**config.mk**
```make
export PLATFORM = sky130hd
export DESIGN_NAME = dunit_ctrl
export DESIGN_NICKNAME = d
export VERILOG_FILES = /design/src/rtl/dunit_ctrl.sv
export SDC_FILE = /design/constraint.sdc
export NUM_CORES = 1
export LEC_CHECK = 0
export BUFFER_PORTS_ARGS = -buffer_cell sky130_fd_sc_hd__buf_2
export CELL_PAD_IN_SITES_DETAIL_PLACEMENT = 1
export CELL_PAD_IN_SITES_GLOBAL_PLACEMENT = 2
export CORE_MARGIN = 1.5
export CORE_UTILIZATION = 34
export DETAILED_ROUTE_END_ITERATION = 16
export GPL_TIMING_DRIVEN = 0
export PLACE_DENSITY = 0.86
export SLEW_MARGIN = 5
export SYNTH_ARGS = -nofsm -noshare
export SYNTH_HDL_FRONTEND = slang
export SYNTH_SLANG_ARGS = --single-unit
```
**constraint.sdc**
```tcl
create_clock -name i_clk -period 3.03 [get_ports i_clk]
set_input_delay 0.4545 -clock i_clk [delete_from_list [all_inputs] [get_ports i_clk]]
set_output_delay 0.4545 -clock i_clk [all_outputs]
set_load 0.01 [all_outputs]
```
**src/rtl/dunit_ctrl.sv**
```systemverilog
// Debug-unit controller: loads instruction memory from the UART byte stream, runs or
// single-steps the pipeline, then streams all GPRs and the leading data-memory words back out.
module dunit_ctrl #(
  parameter int                 NB_REG        = 32,
  parameter int                 NB_BYTE       = 8,
  parameter int                 NB_IMEM_WORDS = 64,
  parameter int                 NB_DMEM_WORDS = 32,
  parameter logic [NB_REG-1:0]  HALT_WORD     = 32'hFFFF_FFFF
) (
  input  logic               i_clk,
  input  logic               i_reset_n,
  input  logic [NB_BYTE-1:0] i_rx_data,
  input  logic               i_rx_valid,
  output logic [NB_BYTE-1:0] o_tx_data,
  output logic               o_tx_start,
  input  logic               i_tx_done,
  input  logic               i_halt,
  input  logic [NB_REG-1:0]  i_dunit_reg,
  input  logic [NB_REG-1:0]  i_dunit_mem_data,
  output logic               o_dunit_clk_en,
  output logic               o_dunit_reset_pc,
  output logic               o_dunit_w_mem,
  output logic [NB_REG-1:0]  o_dunit_addr,
  output logic [NB_REG-1:0]  o_dunit_data_if,
  output logic               o_busy
);

  localparam int NB_GPR        = 32;
  localparam int NB_DUMP_WORDS = NB_GPR + NB_DMEM_WORDS;
  localparam int NB_WIDX       = $clog2(NB_IMEM_WORDS) + 1;
  localparam int NB_DIDX       = $clog2(NB_DUMP_WORDS) + 1;

  localparam logic [NB_WIDX-1:0] LAST_WIDX = NB_WIDX'(NB_IMEM_WORDS - 1);
  localparam logic [NB_DIDX-1:0] LAST_DIDX = NB_DIDX'(NB_DUMP_WORDS - 1);

  localparam logic [NB_BYTE-1:0] CMD_LOAD = 8'h4C;
  localparam logic [NB_BYTE-1:0] CMD_STEP = 8'h53;
  localparam logic [NB_BYTE-1:0] CMD_RUN  = 8'h43;

  localparam logic [3:0] ST_IDLE      = 4'd0;
  localparam logic [3:0] ST_LOAD      = 4'd1;
  localparam logic [3:0] ST_LOAD_WR   = 4'd2;
  localparam logic [3:0] ST_STEP      = 4'd3;
  localparam logic [3:0] ST_RUN       = 4'd4;
  localparam logic [3:0] ST_DUMP_ADDR = 4'd5;
  localparam logic [3:0] ST_DUMP_CAP  = 4'd6;
  localparam logic [3:0] ST_DUMP_SEND = 4'd7;
  localparam logic [3:0] ST_DUMP_WAIT = 4'd8;

  logic [3:0]         state_r,    state_s;
  logic [NB_WIDX-1:0] word_idx_r, word_idx_s;
  logic [NB_DIDX-1:0] dump_idx_r, dump_idx_s;
  logic [1:0]         byte_cnt_r, byte_cnt_s;
  logic [NB_REG-1:0]  word_r,     word_s;
  logic               clk_en_r,   clk_en_s;
  logic               reset_pc_r, reset_pc_s;
  logic               w_mem_r,    w_mem_s;
  logic [NB_REG-1:0]  addr_r,     addr_s;
  logic [NB_REG-1:0]  data_if_r,  data_if_s;
  logic [NB_BYTE-1:0] tx_data_r,  tx_data_s;
  logic               tx_start_r, tx_start_s;
  logic               busy_r,     busy_s;

  // GPRs are addressed by index, data memory by byte address of the word.
  function automatic logic [NB_REG-1:0] dump_addr(input logic [NB_DIDX-1:0] idx);
    logic [NB_REG-1:0] wide;
    wide = NB_REG'(idx);
    if (idx < NB_DIDX'(NB_GPR)) begin
      dump_addr = wide;
    end else begin
      dump_addr = (wide - NB_REG'(NB_GPR)) << 2'd2;
    end
  endfunction

  function automatic logic [NB_BYTE-1:0] get_byte(input logic [NB_REG-1:0] word,
                                                   input logic [1:0]        sel);
    logic [NB_REG-1:0] shifted;
    shifted  = word << (NB_BYTE * int'(sel));
    get_byte = shifted[NB_REG-1 -: NB_BYTE];
  endfunction

  // Next-state and next-output computation for the whole controller.
  always_comb begin
    state_s    = state_r;
    word_idx_s = word_idx_r;
    dump_idx_s = dump_idx_r;
    byte_cnt_s = byte_cnt_r;
    word_s     = word_r;
    clk_en_s   = clk_en_r;
    reset_pc_s = reset_pc_r;
    w_mem_s    = 1'b0;
    addr_s     = addr_r;
    data_if_s  = data_if_r;
    tx_data_s  = tx_data_r;
    tx_start_s = 1'b0;

    case (state_r)
      ST_IDLE: begin
        if (i_rx_valid) begin
          case (i_rx_data)
            CMD_LOAD: begin
              state_s    = ST_LOAD;
              reset_pc_s = 1'b1;
              word_idx_s = '0;
              byte_cnt_s = 2'd0;
            end
            CMD_STEP: state_s = ST_STEP;
            CMD_RUN:  state_s = ST_RUN;
            default:  state_s = ST_IDLE;
          endcase
        end else begin
          state_s = ST_IDLE;
        end
      end

      ST_LOAD: begin
        if (i_rx_valid) begin
          word_s = {word_r[NB_REG-NB_BYTE-1:0], i_rx_data};
          if (byte_cnt_r == 2'd3) begin
            state_s    = ST_LOAD_WR;
            byte_cnt_s = 2'd0;
            w_mem_s    = 1'b1;
            addr_s     = NB_REG'({word_idx_r, 2'b00});
            data_if_s  = word_s;
          end else begin
            byte_cnt_s = byte_cnt_r + 2'd1;
          end
        end else begin
          state_s = ST_LOAD;
        end
      end

      // The last slot is written even when it is not the halt marker; no wrap-around.
      ST_LOAD_WR: begin
        word_idx_s = word_idx_r + NB_WIDX'(1);
        if ((data_if_r == HALT_WORD) || (word_idx_r == LAST_WIDX)) begin
          state_s    = ST_IDLE;
          reset_pc_s = 1'b0;
        end else begin
          state_s = ST_LOAD;
        end
      end

      ST_STEP: begin
        if (clk_en_r || i_halt) begin
          clk_en_s   = 1'b0;
          state_s    = ST_DUMP_ADDR;
          dump_idx_s = '0;
          byte_cnt_s = 2'd0;
          addr_s     = '0;
        end else begin
          clk_en_s = 1'b1;
        end
      end

      ST_RUN: begin
        if (i_halt) begin
          clk_en_s   = 1'b0;
          state_s    = ST_DUMP_ADDR;
          dump_idx_s = '0;
          byte_cnt_s = 2'd0;
          addr_s     = '0;
        end else begin
          clk_en_s = 1'b1;
        end
      end

      ST_DUMP_ADDR: state_s = ST_DUMP_CAP;

      ST_DUMP_CAP: begin
        if (dump_idx_r < NB_DIDX'(NB_GPR)) begin
          word_s = i_dunit_reg;
        end else begin
          word_s = i_dunit_mem_data;
        end
        tx_data_s  = get_byte(word_s, 2'd0);
        tx_start_s = 1'b1;
        state_s    = ST_DUMP_SEND;
      end

      ST_DUMP_SEND: state_s = ST_DUMP_WAIT;

      ST_DUMP_WAIT: begin
        if (i_tx_done) begin
          if (byte_cnt_r == 2'd3) begin
            byte_cnt_s = 2'd0;
            if (dump_idx_r == LAST_DIDX) begin
              state_s = ST_IDLE;
            end else begin
              dump_idx_s = dump_idx_r + NB_DIDX'(1);
              addr_s     = dump_addr(dump_idx_s);
              state_s    = ST_DUMP_ADDR;
            end
          end else begin
            byte_cnt_s = byte_cnt_r + 2'd1;
            tx_data_s  = get_byte(word_r, byte_cnt_s);
            tx_start_s = 1'b1;
            state_s    = ST_DUMP_SEND;
          end
        end else begin
          state_s = ST_DUMP_WAIT;
        end
      end

      default: begin
        state_s    = ST_IDLE;
        clk_en_s   = 1'b0;
        reset_pc_s = 1'b0;
      end
    endcase

    busy_s = (state_s != ST_IDLE);
  end

  // State and output registers; asynchronous reset aborts any operation in flight.
  always_ff @(posedge i_clk or negedge i_reset_n) begin
    if (!i_reset_n) begin
      state_r    <= ST_IDLE;
      word_idx_r <= '0;
      dump_idx_r <= '0;
      byte_cnt_r <= 2'd0;
      word_r     <= '0;
      clk_en_r   <= 1'b0;
      reset_pc_r <= 1'b0;
      w_mem_r    <= 1'b0;
      addr_r     <= '0;
      data_if_r  <= '0;
      tx_data_r  <= '0;
      tx_start_r <= 1'b0;
      busy_r     <= 1'b0;
    end else begin
      state_r    <= state_s;
      word_idx_r <= word_idx_s;
      dump_idx_r <= dump_idx_s;
      byte_cnt_r <= byte_cnt_s;
      word_r     <= word_s;
      clk_en_r   <= clk_en_s;
      reset_pc_r <= reset_pc_s;
      w_mem_r    <= w_mem_s;
      addr_r     <= addr_s;
      data_if_r  <= data_if_s;
      tx_data_r  <= tx_data_s;
      tx_start_r <= tx_start_s;
      busy_r     <= busy_s;
    end
  end

  assign o_tx_data        = tx_data_r;
  assign o_tx_start       = tx_start_r;
  assign o_dunit_clk_en   = clk_en_r;
  assign o_dunit_reset_pc = reset_pc_r;
  assign o_dunit_w_mem    = w_mem_r;
  assign o_dunit_addr     = addr_r;
  assign o_dunit_data_if  = data_if_r;
  assign o_busy           = busy_r;

endmodule

```
## Yosys cells after proc, flatten, opt, wreduce, memory -nomap -nowiden

Index checks and enable logic that the tools add are counted.

| storage, ports and cells | value |
|---|---|
| RAM bits | 0 |
| word-level logic and storage cells | 123 |
| latch bits | 0 |
| output and inout port bits | 77 |
| memories kept | 0 |
| bits in registers | 129 |
| memory bits (read-only) | 0 |

| cells by class | value |
|---|---|
| div/mod/pow operators | 0 |
| equality and inequality tests | 26 |
| $lt $le $gt $ge | 2 |
| reduce and logical (&&, ||, !) cells | 20 |
| multipliers | 0 |
| muxes and demuxes | 56 |
| bitwise logic cells | 1 |
| add/sub/neg operators | 4 |
| shift operators | 1 |

Operators by type and width:

| operator | number |
|---|---|
| 32-bit two-way mux | 10 |
| 32-bit case mux with 4 select lines | 1 |
| 32-bit case mux with 2 select lines | 1 |
| 7-bit two-way mux | 7 |
| 4-bit case mux with 9 select lines | 1 |
| 32-bit equality test (second input constant) | 1 |
| 32-bit by 5-bit left shift with 32-bit output | 1 |
| 4-bit two-way mux | 7 |
| 8-bit by 7-bit equality test with 1-bit output (second input constant) | 3 |
| 7-bit case mux with 3 select lines | 1 |
| 2-bit inequality test (second input constant) | 10 |
| 4-bit by 3-bit equality test with 1-bit output (second input constant) | 4 |
| 8-bit two-way mux | 2 |
| 8-bit case mux with 2 select lines | 1 |
| 7-bit by 1-bit adder with 7-bit output (second input constant) | 2 |
| 7-bit by 6-bit equality test with 1-bit output (second input constant) | 2 |
| 7-bit by 6-bit < comparator with 1-bit output (second input constant) | 2 |
| 2-bit two-way mux | 7 |
| 7-bit case mux with 2 select lines | 1 |
| 7-bit OR reduction | 2 |
| 1-bit two-way mux | 11 |
| 2-bit case mux with 5 select lines | 1 |
| 3-bit case mux with 3 select lines | 1 |
| 3-bit AND reduction | 3 |
| other kinds (22) | 28 |

## Depth between registers and ports, before layout

| depth | value |
|---|---|
| word-level depth | 7 |
| depth in mapped cells | 8 |
| mapped depth without buffers | 6 |

## Least setup slack after synthesis

No wires, ideal clock.

| timing path | value |
|---|---|
| path kind | register -> register |
| from | register dump_idx_r[0] |
| to | register busy_r, in the netlist o_busy |
| path slack | 1.008 ns |
| setup time | 0.139 ns |
| path buffers | 0 |
| clock period less this slack | 2.022 ns |
| cell stages (with the launch flop) | 7 |
| arrival time | 1.883 ns |
| path through | dfrtp_1 > ha_1 > nand4b_1 > o311ai_0 > nand2_1 > or3_1 > or4_1 |

| between the ends | value |
|---|---|
| cells in the longest elaborated chain, start to end | 6 |

RTL lines:

| item | line | source |
|---|---|---|
| start, declared | 52 | `logic [NB_DIDX-1:0] dump_idx_r, dump_idx_s;` |
| start signal, assigned | 234 | `dump_idx_r <= dump_idx_s;` |
| 7-bit by 6-bit equality test with 1-bit output | 187 | `if (dump_idx_r == LAST_DIDX) begin` |
| 3-bit two-way mux | 187 |  |
| 4-bit two-way mux | 185 | `if (byte_cnt_r == 2'd3) begin` |
| 4-bit two-way mux | 184 | `if (i_tx_done) begin` |
| 4-bit case mux with 9 select lines | 97 | `case (state_r)` |
| named net state_s[0] | 50 | `logic [3:0] state_r, state_s;` |
| 4-bit nonzero test | 212 | `busy_s = (state_s != ST_IDLE);` |
| named net busy_s | 62 | `logic busy_r, busy_s;` |
| end signal, assigned | 244 | `busy_r <= busy_s;` |
| end, declared | 62 |  |

The timed path passes the listed nets, and every way through them passes these cells.
A chain may end at the register's enable or synchronous reset.

## Final worst setup path

| timing path | value |
|---|---|
| from | register dump_idx_r[6] |
| to | register tx_data_r[5], in the netlist o_tx_data[5] |

| between the ends | value |
|---|---|
| cells in the longest elaborated chain, start to end | 3 |

RTL lines:

| item | line | source |
|---|---|---|
| 7-bit by 6-bit < comparator with 1-bit output | 171 | `if (dump_idx_r < NB_DIDX'(NB_GPR)) begin` |
| 32-bit two-way mux | 171 |  |
| 8-bit case mux with 2 select lines | 97 |  |
| end signal, assigned | 242 | `tx_data_r <= tx_data_s;` |
| end, declared | 60 | `logic [NB_BYTE-1:0] tx_data_r, tx_data_s;` |

Every way passes these cells.

==> metrics.txt <==
GRT Resource Usage Total 23.4%; critical path, cell by cell nor2_1 > clkbuf_1 > mux2i_1 > nand2_1 > o21ai_0 > a21oi_1; R2R cell count 6; CP max stage delay 830 ps; pin count of the biggest net entering global routing 66; H-tree depth 3; Slew HR 30.2%; setup_tns 0 ps; Clk pin slew, worst setup/hold paths 80 ps; worst skew pair latency 360 ps; GPL Wtd Cong 0.922; endpoint class of the critical path flop; fraction of final layout cells sized beyond drive strength 1 29.8%; Die Ht 135 um; CTS Sinks 106; fin crit period 2650 ps; antenna viol nets, final 0; RSZ-0062 raised after global routing no; PostCTS Resize Cnt 0; TritonCTS clock tree built; P&R area growth vs syn 22.7%; post-DR vias/cell 5.32; slowest CP cell nor2_1; clock skew 9.52 ps; Initial Util 34.5%; crit path DAT 2890 ps; first drt pass iteration count 5; Core Region 17100 um^2; DRT iter0 DRCs 323; Pint 0.00360 W; fin. max-slew vios 0; final WL 20.7 mm; Post-synth ARST share 100%; final setup fails 0; worst path required time 3270 ps; Tot Pwr 0.00607 W; gr ovfl total 0; post-synthesis sequential area ratio 44.9%; f_max 377 MHz; status complete, no violations; Final HPWL DP 16.1 mm; logic gate share of total power 39.4%; initial antenna violation count 0; Layout Nets 884; Reg power frac 41.1%; unique cell type count in the Yosys netlist 63; IO Port Bufs 130; Boundary Pins 154; crit path kind flop to flop; Tcrit/Tclk final 87.4%; vias in the first global route 5732; # Post-CTS Setup Buffers 0; Die Area 18200 um^2; Synth Instances 640; fill count 2068; Hold Vio Cnt, Final 0; Die Wd 135 um; Peak VDD IR 0.299 mV; Syn Area/Cell 9.24 um^2; CP bufs+invs 1; row count 48; Post-synth top flop dfrtp_1; Antenna Cells 0; first-pass GRT wire length 32.5 mm; Yosys Warn Count 0; CP max FO 10; CTS root buf clkbuf_16; P per Cell Area 837 nW/um^2; Post-CTS Hold Fix Bufs 0; max cap viols 0; detailed-route wire length per cell 20.0 um; # DRC 0; clock network fraction of total power 19.5%; EDFF count, synth 0; PnR worst setup slack 381 ps; worst slew pin tran 1040 ps; Mapped Area 5910 um^2; total CTS buffers 9; Net Sw Power 0.00247 W; post-place setup slack 365 ps; HP Class input port to async pin; via count 5497; crit path launch type flop; CP top delay family simple AND/OR/NAND/NOR gates; WP depth 6; Switching Fraction 40.8%; leakage power 3.50 nW; Clock Path Buffers 2; post-synthesis sequential element count 106
-- worst reg2reg max path, stage by stage, from the launching register on --
cell	delay, ps
dfrtp_1	460
nor2_1	830
clkbuf_1	560
mux2i_1	400
nand2_1	80
o21ai_0	110
a21oi_1	90
-- layout by cell type (no fill, tap or decap), drive strengths merged, types with 3 or more instances in the layout --
cell	instances
nand4	10
dfrtp	106
clkbuf	35
a21oi	21
mux2	36
mux4	8
ha	3
conb	23
nor3	9
a211oi	4
o21ai	101
nor2	39
o31ai	4
or4bb	3
nand2	106
nand3	36
nand2b	4
nor4	5
xor2	6
mux2i	9
a221oi	3
a22oi	7
or3	3
inv	11
buf	170
-- layer usage --
layer | track usage, % | vias to the layer above | share of wire [%]
li1 | - | 2578 | -
met1 | 32.3 | 2728 | 46
met2 | 38.7 | 169 | 48
met3 | 3.42 | 22 | 4.9
met4 | 5.85 | 0 | 1.5
met5 | 0 | - | 0
-- logic make-up after synthesis --
group / after synthesis / synth area share (%)
adders and majority gates: 3 / 0.635
buffers and inverters: 73 / 6.52
xor gates and xnor gates: 8 / 1.19
AOI/OAI and AO/OA: 159 / 15.8
other: 1 / 0.0634
and+or+nand+nor: 237 / 19.5
DFF: 106 / 44.9
muxes: 53 / 11.4
-- synth_stat cells (all sizes together) (2+ instances only) --
cell | number | share of area [%]
nor4 | 5 | 0.63
nand3b | 2 | 0.25
nand4b | 2 | 0.30
o211ai | 2 | 0.25
or4bb | 3 | 0.57
dfrtp | 106 | 45
and3 | 2 | 0.21
o311ai | 2 | 0.30
mux2i | 9 | 1.5
o21ai | 101 | 8.6
xnor2 | 2 | 0.30
a22oi | 7 | 0.89
nor4b | 2 | 0.66
nor2 | 39 | 2.5
ha | 3 | 0.64
or2 | 2 | 0.21
nand4 | 10 | 1.1
mux2 | 36 | 6.9
nor2b | 2 | 0.21
inv | 8 | 0.51
or3 | 3 | 0.32
mux4 | 8 | 3.0
clkbuf | 26 | 1.7
a211oi | 4 | 0.68
o31ai | 4 | 0.51
or3b | 2 | 0.30
nand2 | 106 | 6.8
or4 | 2 | 0.25
a21oi | 21 | 1.8
buf | 39 | 4.4
nor3 | 9 | 0.76
nand2b | 4 | 0.42
xor2 | 6 | 0.89
a221oi | 3 | 0.55
nand3 | 36 | 3.0
a2bb2oi | 2 | 0.30
nor4bb | 2 | 0.34
-- per-stage QoR --
| step | hold WS [ps] | utilization (%) | instances | cell area (um^2) |
|---|---|---|---|---|
| detailed placement | 403 | 40.7 | 1018 | 6960 |
| global placement | 483 | 40.5 | 1017 | 6930 |
| CTS | 16.8 | 42.4 | 1034 | 7250 |
| floorplan | 159 | - | 662 | 5990 |
| global route | 25.4 | 42.4 | 1034 | 7250 |
| finish | 2.35 | 42.4 | 1034 | 7250 |
-- power groups by stage --
stage | clock [W] | combinational [W] | sequential [W]
floorplan | 0 | 0.00145 | 0.00243
global placement | 0 | 0.00229 | 0.00248
finish | 0.00118 | 0.00239 | 0.00250
CTS | 0.00121 | 0.00240 | 0.00249
global route | 0.00126 | 0.00264 | 0.00257
detailed placement | 0 | 0.00239 | 0.00252
-- worst paths after layout --
path	start	to	slack (ps)
setup / recovery	dump_idx_r[6]	o_tx_data[5]	380
hold / removal	i_reset_n	o_dunit_addr[0]	2
setup reg to reg	dump_idx_r[6]	o_tx_data[5]	380
hold reg to reg	o_dunit_addr[7]	o_dunit_addr[7]	500
max in group asynchronous	i_reset_n	o_dunit_data_if[9]	2350
min in group i_clk	i_rx_data[1]	o_dunit_data_if[1]	350
-- registers in the layout, summed over array words and instances, names as in the netlist, 2 cells and up --
name and count:
o_dunit_data_if 32, o_dunit_addr 9, word_r 32, word_idx_r 7
state_r 4, o_tx_data 8, byte_cnt_r 2, dump_idx_r 7
-- cell type report --
type | instances | area (um^2) | share of cell area [%]
sequential | 106 | 2650 | 36.6
tap | 225 | 282 | 3.88
clock inverter | 7 | 70.1 | 0.966
buffer | 65 | 355 | 4.90
clock buffer | 9 | 225 | 3.10
inverter | 8 | 30.0 | 0.414
multi-input combinational | 483 | 2960 | 40.7
timing repair buffer | 131 | 684 | 9.43
No activity file was read; power rests on OpenSTA's default activity.
